### config.mk
export PLATFORM = sky130hd
export DESIGN_NAME = wb_stage
export DESIGN_NICKNAME = d
export VERILOG_FILES = /design/src/rtl/wb_stage.sv
export SDC_FILE = /design/constraint.sdc
export NUM_CORES = 1
export LEC_CHECK = 0
export ABC_AREA = 1
export CAP_MARGIN = 30
export CORE_MARGIN = 3
export CORE_UTILIZATION = 40
export CTS_CLUSTER_SIZE = 20
export DETAILED_ROUTE_END_ITERATION = 12
export GPL_TIMING_DRIVEN = 0
export PLACE_DENSITY = 0.77
export SETUP_SLACK_MARGIN = 0.2
export SYNTH_ARGS = -nofsm -noshare
export SYNTH_HDL_FRONTEND = slang
export SYNTH_SLANG_ARGS = --single-unit
### constraint.sdc
create_clock -name clk -period 2.5 [get_ports clk]
set_clock_uncertainty 0.05 [all_clocks]
set_input_delay 0.625 -clock clk [delete_from_list [all_inputs] [get_ports clk]]
set_output_delay 0.625 -clock clk [all_outputs]
set_load 0.01 [all_outputs]
### src/rtl/wb_stage.sv
// Write-back stage: captures the instruction leaving MEM, waits for load data
// when needed, formats it and drives the register file write port for exactly
// one cycle per retiring instruction.
module wb_stage #(
  parameter int TIMEOUT = 255
) (
  input  logic        clk,
  input  logic        rst,
  input  logic        mem_valid,
  input  logic        mem_RegWrite,
  input  logic        mem_MemtoReg,
  input  logic [4:0]  mem_rd,
  input  logic [31:0] mem_alu_result,
  input  logic [2:0]  mem_funct3,
  input  logic        dmem_rvalid,
  input  logic [31:0] dmem_rdata,
  output logic        RegWrite,
  output logic [4:0]  Write_register,
  output logic [31:0] Write_data,
  output logic        wb_stall,
  output logic        load_err,
  output logic [1:0]  dbg_state_o
);

  // Handshake with MEM: an instruction is taken on a rising edge when
  // mem_valid=1 and wb_stall=0. While wb_stall=1 the MEM stage must hold its
  // outputs stable; mem_valid is not looked at during that time.

  typedef enum logic [1:0] {
    S_IDLE  = 2'd0,
    S_WRITE = 2'd1,
    S_WAIT  = 2'd2
  } state_t;

  localparam int CW = (TIMEOUT > 0) ? $clog2(TIMEOUT + 1) : 1;
  localparam logic [CW-1:0] CNT_MAX  = '1;
  localparam logic [CW-1:0] CNT_LAST = (TIMEOUT == 0) ? '1 : CW'(TIMEOUT - 1);

  state_t        state_q, state_d;
  logic [4:0]    wr_rd_q, wr_rd_d;
  logic [31:0]   wr_data_q, wr_data_d;
  logic          we_q, we_d;
  logic [4:0]    ld_rd_q, ld_rd_d;
  logic [2:0]    ld_f3_q, ld_f3_d;
  logic [1:0]    ld_off_q, ld_off_d;
  logic          ld_we_q, ld_we_d;
  logic [CW-1:0] cnt_q, cnt_d;
  logic          load_err_q, load_err_d;

  // Select and extend the loaded lane; the half lane ignores offset[0].
  function automatic logic [31:0] extract(input logic [2:0] f3,
                                          input logic [1:0] off,
                                          input logic [31:0] w);
    logic [7:0]  b;
    logic [15:0] h;
    logic [31:0] r;
    case (off)
      2'd0:    b = w[7:0];
      2'd1:    b = w[15:8];
      2'd2:    b = w[23:16];
      default: b = w[31:24];
    endcase
    h = off[1] ? w[31:16] : w[15:0];
    case (f3)
      3'b000:  r = {{24{b[7]}}, b};
      3'b100:  r = {24'd0, b};
      3'b001:  r = {{16{h[15]}}, h};
      3'b101:  r = {16'd0, h};
      default: r = w;
    endcase
    return r;
  endfunction

  // State and datapath registers; reset discards any outstanding load.
  always_ff @(posedge clk or posedge rst) begin
    if (rst) begin
      state_q    <= S_IDLE;
      wr_rd_q    <= '0;
      wr_data_q  <= '0;
      we_q       <= 1'b0;
      ld_rd_q    <= '0;
      ld_f3_q    <= '0;
      ld_off_q   <= '0;
      ld_we_q    <= 1'b0;
      cnt_q      <= '0;
      load_err_q <= 1'b0;
    end else begin
      state_q    <= state_d;
      wr_rd_q    <= wr_rd_d;
      wr_data_q  <= wr_data_d;
      we_q       <= we_d;
      ld_rd_q    <= ld_rd_d;
      ld_f3_q    <= ld_f3_d;
      ld_off_q   <= ld_off_d;
      ld_we_q    <= ld_we_d;
      cnt_q      <= cnt_d;
      load_err_q <= load_err_d;
    end
  end

  // Next-state: accept from MEM in IDLE/WRITE, resolve load or timeout in WAIT.
  always_comb begin
    state_d    = state_q;
    wr_rd_d    = wr_rd_q;
    wr_data_d  = wr_data_q;
    we_d       = we_q;
    ld_rd_d    = ld_rd_q;
    ld_f3_d    = ld_f3_q;
    ld_off_d   = ld_off_q;
    ld_we_d    = ld_we_q;
    cnt_d      = cnt_q;
    load_err_d = 1'b0;
    case (state_q)
      S_IDLE, S_WRITE: begin
        if (!mem_valid) begin
          state_d = S_IDLE;
        end else if (!mem_MemtoReg) begin
          state_d   = S_WRITE;
          wr_rd_d   = mem_rd;
          wr_data_d = mem_alu_result;
          we_d      = mem_RegWrite && (mem_rd != 5'd0);
        end else begin
          state_d  = S_WAIT;
          ld_rd_d  = mem_rd;
          ld_f3_d  = mem_funct3;
          ld_off_d = mem_alu_result[1:0];
          ld_we_d  = mem_RegWrite;
          cnt_d    = '0;
        end
      end
      S_WAIT: begin
        if (dmem_rvalid) begin
          // Data beats the timeout when both land on the same edge.
          state_d   = S_WRITE;
          wr_rd_d   = ld_rd_q;
          wr_data_d = extract(ld_f3_q, ld_off_q, dmem_rdata);
          we_d      = ld_we_q && (ld_rd_q != 5'd0);
        end else begin
          if (cnt_q != CNT_MAX) cnt_d = cnt_q + 1'b1;
          if ((TIMEOUT != 0) && (cnt_q == CNT_LAST)) begin
            state_d    = S_IDLE;
            load_err_d = 1'b1;
          end
        end
      end
      default: state_d = S_IDLE;
    endcase
  end

  // Registered outputs; the write port only fires in WRITE.
  always_comb begin
    RegWrite       = (state_q == S_WRITE) && we_q;
    Write_register = wr_rd_q;
    Write_data     = wr_data_q;
    wb_stall       = (state_q == S_WAIT);
    load_err       = load_err_q;
    dbg_state_o    = state_q;
  end

endmodule

==> flow_summary.ini <==
[placed_design]
globalplace.congestion = 0.930
place_hpwl_um = 8990
place_area_um2 = 4880
port_buffers = 119

[global_routing]
grt_pass1_wl_um = 18600
grt_overflow_total = 0
grt_max_degree = 39
grt_pass1_vias = 3675
grt_usage = 0.236
grt_antenna_before_repair = 0

[clock_network]
cts_tree = done
htreeDepth = 3
ctsHoldBuffers = 0
clockBufferDepth = 2
cts.sinks = 60
clock-root-buffer = clkbuf_8
cts_made_buffers = 9
path_clk_slew_ns = 0.07
clk_latency_ns = 0.33

[layout]
layout_commonest_cell = nand2_1
finalInstanceArea_um2 = 5050
n_antenna_cell = 0
nets = 701
syn_to_final_growth_pct = 42.9
final_cell_mix = nand2_1 (156), clkdlybuf4s50_1 (118), dfrtp_1 (60)
multi_input_area_um2 = 1800
drive_above_1_share = 0.120
fillers = 774
final_core_util = 0.602
regArea_um2 = 1500

[sta]
whs_ns = 0.432
setup_tns_ns = 0
setup_viol = 0
hold_violations = 0
relSlewSlack = 0.641
post-route-min-period_ns = 2.19
rsz0062_at_grt = false
fin_crit_sh = 0.877
slew_viol_final = 0
fmax_mhz = 456
worst_pin_slew_ns = 0.538

[logic_synthesis]
syn-instance-count = 489
syn_nets = 569
synth_area_um2 = 3530
synth_mux_area_frac = 0.00956
synth_compound_gate_area_share = 0.122
yosysTopAreaCellShare = 0.425
synthTopCellsByArea = dfrtp_1 (42%), nand2_1 (17%), nand3_1 (7.9%), a21oi_1 (4.8%), nor2_1 (4.8%)
ys_warn_count = 0
avgSynthCellArea_um2 = 7.23
synth-simple-area-share = 0.356
yosysTopAreaCell = dfrtp_1
ys_seq_area_frac = 0.425
synth_cell_types = 30
synth_top_family_by_area = simple AND/OR/NAND/NOR gates
synth_seq_cells = 60
synthAdderAreaFrac = 0.00708
yosys.area_share.xor_xnor = 0.0149

[critical_path]
path_buf_inv = 2
path_delay_family = buffers and inverters
crit_required_ns = 1.82
crit_type = reg -> out
cp_slowest_stage_delay_ns = 0.55
crit_slowest_cell = clkdlybuf4s50_1
startpoint_type = flop
cp.arrival_ns = 1.52
cp_max_fo = 4
path_cells = buf_4 > nor2_1 > clkdlybuf4s50_1
cp-end-kind = output pin

[die]
die_h_um = 100
core_um2 = 8380
row_count = 33
ios = 120
dieArea_um2 = 10000
start_util = 0.422
dieWidth_um = 100

[routing]
firstDrtPassIters = 5
vias = 3825
drcViolationCount = 0
drt-initial-drc-count = 239
viasPerCell = 5.25
wl_um = 11700
routedWlPerCell_um = 16.0
detail-route-antenna-nets = 0

[job]
maxCapViolations = 0

[power_and_ir_drop]
total_power_mw = 3.44
power.leakage_nw = 2.34
ir_drop_uv = 349
power_density_nw_per_um2 = 680

[outcome]
status = finished, final reports clean

[worst_hold_path]
min_path_type = reg -> reg
## flip-flops by register name (all words and copies together), names as in the netlist
register	cells
cnt_q	8
Write_register	5
we_q	1
dbg_state_o	2
ld_off_q	2
Write_data	32
ld_we_q	1
ld_f3_q	3
load_err	1
ld_rd_q	5
## worst paths after layout
check                               start              to  slack [ns]  depth (start not counted)
hold / removal             Write_data[30]  Write_data[30]        0.43                          2
setup / recovery           dbg_state_o[1]        RegWrite        0.31                          3
max in group asynchronous             rst   Write_data[0]        1.21                          3
min in group asynchronous             rst   Write_data[7]        0.61                          2
hold reg to reg            Write_data[30]  Write_data[30]        0.43                          2
setup reg to reg               ld_f3_q[1]  Write_data[30]        0.64                          8
## cell usage after synthesis
cell      instances
ha_1              2
nand2_2           3
nand2_1         156
a31oi_1           6
inv_4             1
inv_1            13
nand3_1          56
o211ai_1          3
mux2_2            3
xnor2_1           2
nor2_2            1
clkbuf_1         10
nor2_1           45
xor2_1            4
dfrtp_1          60
buf_4             4
a21oi_1          34
a21boi_0          1
nor2_4            2
a21oi_4           1
or2_2            23
nand4_1           2
nor4_1            1
buf_2            13
o21ai_0          28
a21o_1            4
nor3_1            3
buf_6             2
o21ai_2           1
inv_2             5
## cells by family after synthesis
family | Yosys count
and+or+nand+nor | 292
AOI/OAI and AO/OA | 78
DFF | 60
buffers and inverters | 48
xor gates and xnor gates | 6
muxes | 3
adders and majority gates | 2
## what timing repair did
action / in CTS / in global routing
endpoints found under the hold margin: 0 / 0
setup endpoints to repair: 1 / 0
gates resized for setup: 4 / 0
buffers inserted: 1 / 0
## worst register-to-register path, cell delays in order, from the launching register on
cell,delay [ns]
dfrtp_1,0.43
inv_2,0.09
nand2_2,0.12
nor2_1,0.33
nand2_1,0.27
buf_4,0.25
nand3_1,0.11
nand3_1,0.08
nand2_1,0.07
## routing by layer
metal | share of wire | GRT usage | vias to the layer above | wire (um)
met3 | 0.067 | 0.0313 | 19 | 778
met5 | 0 | 0 | - | 0
met1 | 0.44 | 0.328 | 1794 | 5140
li1 | - | - | 1858 | -
met2 | 0.48 | 0.390 | 154 | 5600
met4 | 0.014 | 0.0622 | 0 | 168
## power by group
part	total, mW	switching [mW]	internal (mW)
Clock	0.744	0.373	0.371
Sequential	1.33	0.141	1.19
Combinational	1.36	0.686	0.675
## per-stage QoR
stage / cells / setup WS, ns
2_1_floorplan: 489 / 0.340
3_3_place_gp: 713 / -0.794
3_5_place_dp: 714 / 0.230
4_1_cts: 729 / 0.312
5_1_grt: 729 / 0.237
6_report: 729 / 0.307
## area by class of cell
| cell class | count | share of cell area |
|---|---|---|
| timing repair buffer | 121 | 0.241 |
| clock buffer | 11 | 0.0280 |
| inverter | 19 | 0.0146 |
| tap | 105 | 0.0260 |
| sequential | 60 | 0.297 |
| buffer | 29 | 0.0327 |
| clock inverter | 3 | 0.00297 |
| multi-input combinational | 381 | 0.357 |
No activity file was read; power rests on OpenSTA's default activity.
==> edit 1 (config.mk and constraints unchanged) <==
Reset style: synchronous (`rst`), changed in one clocked block.
--- a/src/rtl/wb_stage.sv
+++ b/src/rtl/wb_stage.sv
@@ -72,7 +72,7 @@
   endfunction
 
   // State and datapath registers; reset discards any outstanding load.
-  always_ff @(posedge clk or posedge rst) begin
+  always_ff @(posedge clk) begin
     if (rst) begin
       state_q    <= S_IDLE;
       wr_rd_q    <= '0;
Check against the original RTL: differs if rst is asserted again (counterexample within 4 cycles, from zero or initial values and one cycle with rst high); with rst held inactive, the same outputs for 10 cycles.
==> edit 1 against the unedited design <==
- final cell count increased by 3.8%
- area after synthesis decreased by 4.7%
- register-to-register slack improved by 0.12 ns
- sequential cell count unchanged
- critical endpoint is now wb_stall
- critical path depth increased by 2
- design area decreased by 3.0%
- routed wire length increased by 2.8%
- die area decreased by 4.4%
- hold slack got worse by 0.022 ns
- setup slack improved by 0.011 ns
Power is not compared: it rests on default switching activity, and its combinational part moved more than twofold at a synthesized area within 25%.
==> edit 1: results (changes against the unedited design) <==
metric;value;unit;change
Total GRT Usage;0.243;;was 0.236
maximum clock path buffer count;2;;unchanged
postcts setup bufs;0;;was 1
clock latency on the worst-skew pair;0.35;ns;was 0.33 ns
drt first pass iters;5;;unchanged
routability cong.;0.924;;was 0.930
mux cell area share after synthesis;0;;was 0.00956
Post-Syn Instances;520;;was 489
sequential fraction of the synthesis area;0.357;;was 0.425
Post-synth top cells;nand2_1, nand3_1, a21oi_1, dfxtp_1, o21ai_0;;was nand2_1, dfrtp_1, nand3_1, nor2_1, a21oi_1
Synth area leaders;dfxtp_1, nand2_1, nand3_1;;was dfrtp_1, nand2_1, nand3_1
H-tree depth;3;;unchanged
share of cells above drive strength 1;0.102;;was 0.120
Final #Nets;730;;was 701
crit-path max FO;10;;was 4
Post-synth ARST share;0;;was 1.00
Synth Area in XOR/XNOR;0.00260;;was 0.0149
drt initial violations;343;;was 239
Mapped Nets;600;;was 569
Post-Layout Cell Count;757;;was 729
Slowest cell on crit path;dfxtp_1;;was clkdlybuf4s50_1
PortBufs;119;;unchanged
dpl hpwl;9190;um;was 8990 um
synth unique cells;32;;was 30
adder-cell share of the synthesized area;0.00743;;was 0.00708
crit-path leading delay family;buffers and inverters;;unchanged
largest net degree at the start of global routing;14;;was 39
dpl ws;0.264;ns;was 0.230 ns
Wirelength per Cell;15.9;um;was 16.0 um
critical path arrival;1.51;ns;
placed cell count;741;;was 714
yosys warns;0;;unchanged
status;finished clean;;unchanged
top_reg_cell synth;dfxtp_1;;was dfrtp_1
Area after DPL;4690;um2;was 4880 um2
compound-cell area share of the yosys netlist;0.199;;was 0.122
Slowest Stage Delay on Critical Path;0.33;ns;was 0.55 ns
global-route wire length before repair;19000;um;was 18,600 um
vias in the first global route;3875;;was 3,675
worst-margin pin slew;0.606;ns;was 0.538 ns
drt via density;5.34;;was 5.25
edit 1: worst paths after layout:
| check | start | end | slack [ns] | cells past startpoint |
|---|---|---|---|---|
| worst max-delay path | dbg_state_o[0] | wb_stall | 0.32 | 5 |
| worst min-delay path | ld_we_q | ld_we_q | 0.41 | 2 |
| worst max register to register | cnt_q[0] | cnt_q[1] | 0.76 | 9 |
| worst min register to register | ld_we_q | ld_we_q | 0.41 | 2 |
edit 1: cell type report:
cell class	count	area, um2
fill	761	3070
timing repair buffer	119	1190
clock buffer	9	124
clock inverter	7	81.3
inverter	36	140
multi-input combinational	393	1890
buffer	31	149
tap	102	128
sequential	60	1200
edit 1: where the power goes:
part	internal (uW)	switching [uW]	total [uW]
Sequential	1020	38.1	1060
Combinational	315	332	647
Clock	476	474	950
Total	1810	845	2660
edit 1: layer usage:
metal	global-route usage	vias to the layer above	routed length, um
met5	0	-	0
met4	0.0841	0	377
met3	0.0457	34	865
met2	0.398	185	5580
met1	0.322	1835	5190
li1	-	1985	-
==> edit 2 (config.mk and constraints unchanged) <==
Made on the original files. Change the parameter `TIMEOUT` from 255 to 510.
--- a/src/rtl/wb_stage.sv
+++ b/src/rtl/wb_stage.sv
@@ -2,7 +2,7 @@
 // when needed, formats it and drives the register file write port for exactly
 // one cycle per retiring instruction.
 module wb_stage #(
-  parameter int TIMEOUT = 255
+  parameter int TIMEOUT = 510
 ) (
   input  logic        clk,
   input  logic        rst,
Function: same outputs for any inputs over 10 cycles, from zero or initial values and one cycle with rst high; that may be too few to reach the edited logic, so the function may still have changed.
==> edit 2 against the unedited design <==
- non-clock buffer count fell by 1
- area after synthesis grew 3.3%
- routed wire length is 3.2% higher
- count of clock-buffer cells in the layout did not move
- highest routed layer unchanged
- hold slack about the same
- via count is 6.4% higher
- design area is 3.0% higher
- setup slack got worse by 0.0062 ns
- first-iteration DRC count up 44%
- register-to-register slack worse by 0.21 ns
- sequential cell count grew 1
Power is not compared: it rests on default switching activity, and its combinational part moved more than twofold at a synthesized area within 25%.
==> edit 2: results (changes against the unedited design) <==
metric;value;unit;change
status;finished clean;;unchanged
fin util;0.591;;was 0.602
fin crit share;0.880;;was 0.877
Post-Syn Instances;517;;was 489
vias in the first global route;3952;;was 3,675
Synth Area in XOR/XNOR;0.00240;;was 0.0149
Worst Hold Margin;0.432;ns;about the same
met3 Use GR;0.0475;;was 0.0313
relative slew slack;0.574;;was 0.641
met3 wire length;876;um;was 778 um
compound-cell area share of the yosys netlist;0.140;;was 0.122
sequential fraction of the synthesis area;0.418;;was 0.425
crit-path max FO;10;;was 4
Final #Nets;729;;was 701
Reg2Reg Setup Slack;0.43;ns;was 0.64 ns
placed cell count;745;;was 714
share of cells above drive strength 1;0.116;;was 0.120
Mapped Nets;598;;was 569
Crit Reg-Reg Endpoint;ld_f3_q[2];;was Write_data[30]
routability cong.;0.952;;was 0.930
Post-Layout Cell Count;761;;was 729
synth unique cells;29;;was 30
Area after DPL;5000;um2;was 4880 um2
total CTS buffers;9;;unchanged
GRT met1 Usage;0.320;;was 0.328
Vias;4069;;was 3,825
mux cell area share after synthesis;0;;was 0.00956
largest net degree at the start of global routing;40;;was 39
Hold Path End;ld_we_q;;was Write_data[30]
global-route wire length before repair;19100;um;was 18,600 um
Worst Hold Launch;ld_we_q;;was Write_data[30]
crit-path leading delay family;buffers and inverters;;unchanged
Slowest Stage Delay on Critical Path;0.39;ns;was 0.55 ns
CP endpoint;wb_stall;;was RegWrite
Total GRT Usage;0.237;;was 0.236
Crit Reg-Reg Startpoint;cnt_q[0];;was ld_f3_q[1]
Synth area leaders;dfrtp_1, nand2_1, nand3_1;;unchanged
Fillers;804;;was 774
Critical Path Start;dbg_state_o[0];;was dbg_state_o[1]
dpl hpwl;9260;um;was 8990 um
adder-cell share of the synthesized area;0.0103;;was 0.00708
Post-synth top cells;nand2_1, dfrtp_1, nand3_1, nor2_1, a21oi_1;;unchanged
Wirelength per Cell;15.8;um;was 16.0 um
dpl ws;-0.0338;ns;was 0.230 ns
leakage;0.00248;uW;
met2 Usage GRT;0.373;;was 0.390
drt initial violations;343;;was 239
-- edit 2: changes by cell type in the layout (fill, tap and decap cells not counted), moves of 4 or more --
| cell | delta |
|---|---|
| o211ai_1 | +4 |
| buf_4 | -4 |
| inv_1 | +27 |
| o21ai_0 | -5 |
| or2_2 | -7 |
| a21oi_1 | +10 |
| a21o_1 | -4 |
| buf_2 | +4 |
| nand4_1 | +4 |
| a21oi_2 | +6 |
-- edit 2: what timing repair did --
action                     4_1_cts  5_1_grt
resized for setup                9        3
setup buffers                    0        0
hold endpoints to repair         0        0
setup endpoints to repair        1        1
-- edit 2: area by class of cell --
cell class                      instances  area share
Multi-Input combinational cell        383       0.348
Sequential cell                        61       0.294
Timing Repair Buffer                  120       0.233
Buffer                                 29      0.0327
Inverter                               44      0.0322
Clock buffer                           11      0.0272
Tap cell                              108      0.0260
Clock inverter                          5     0.00697
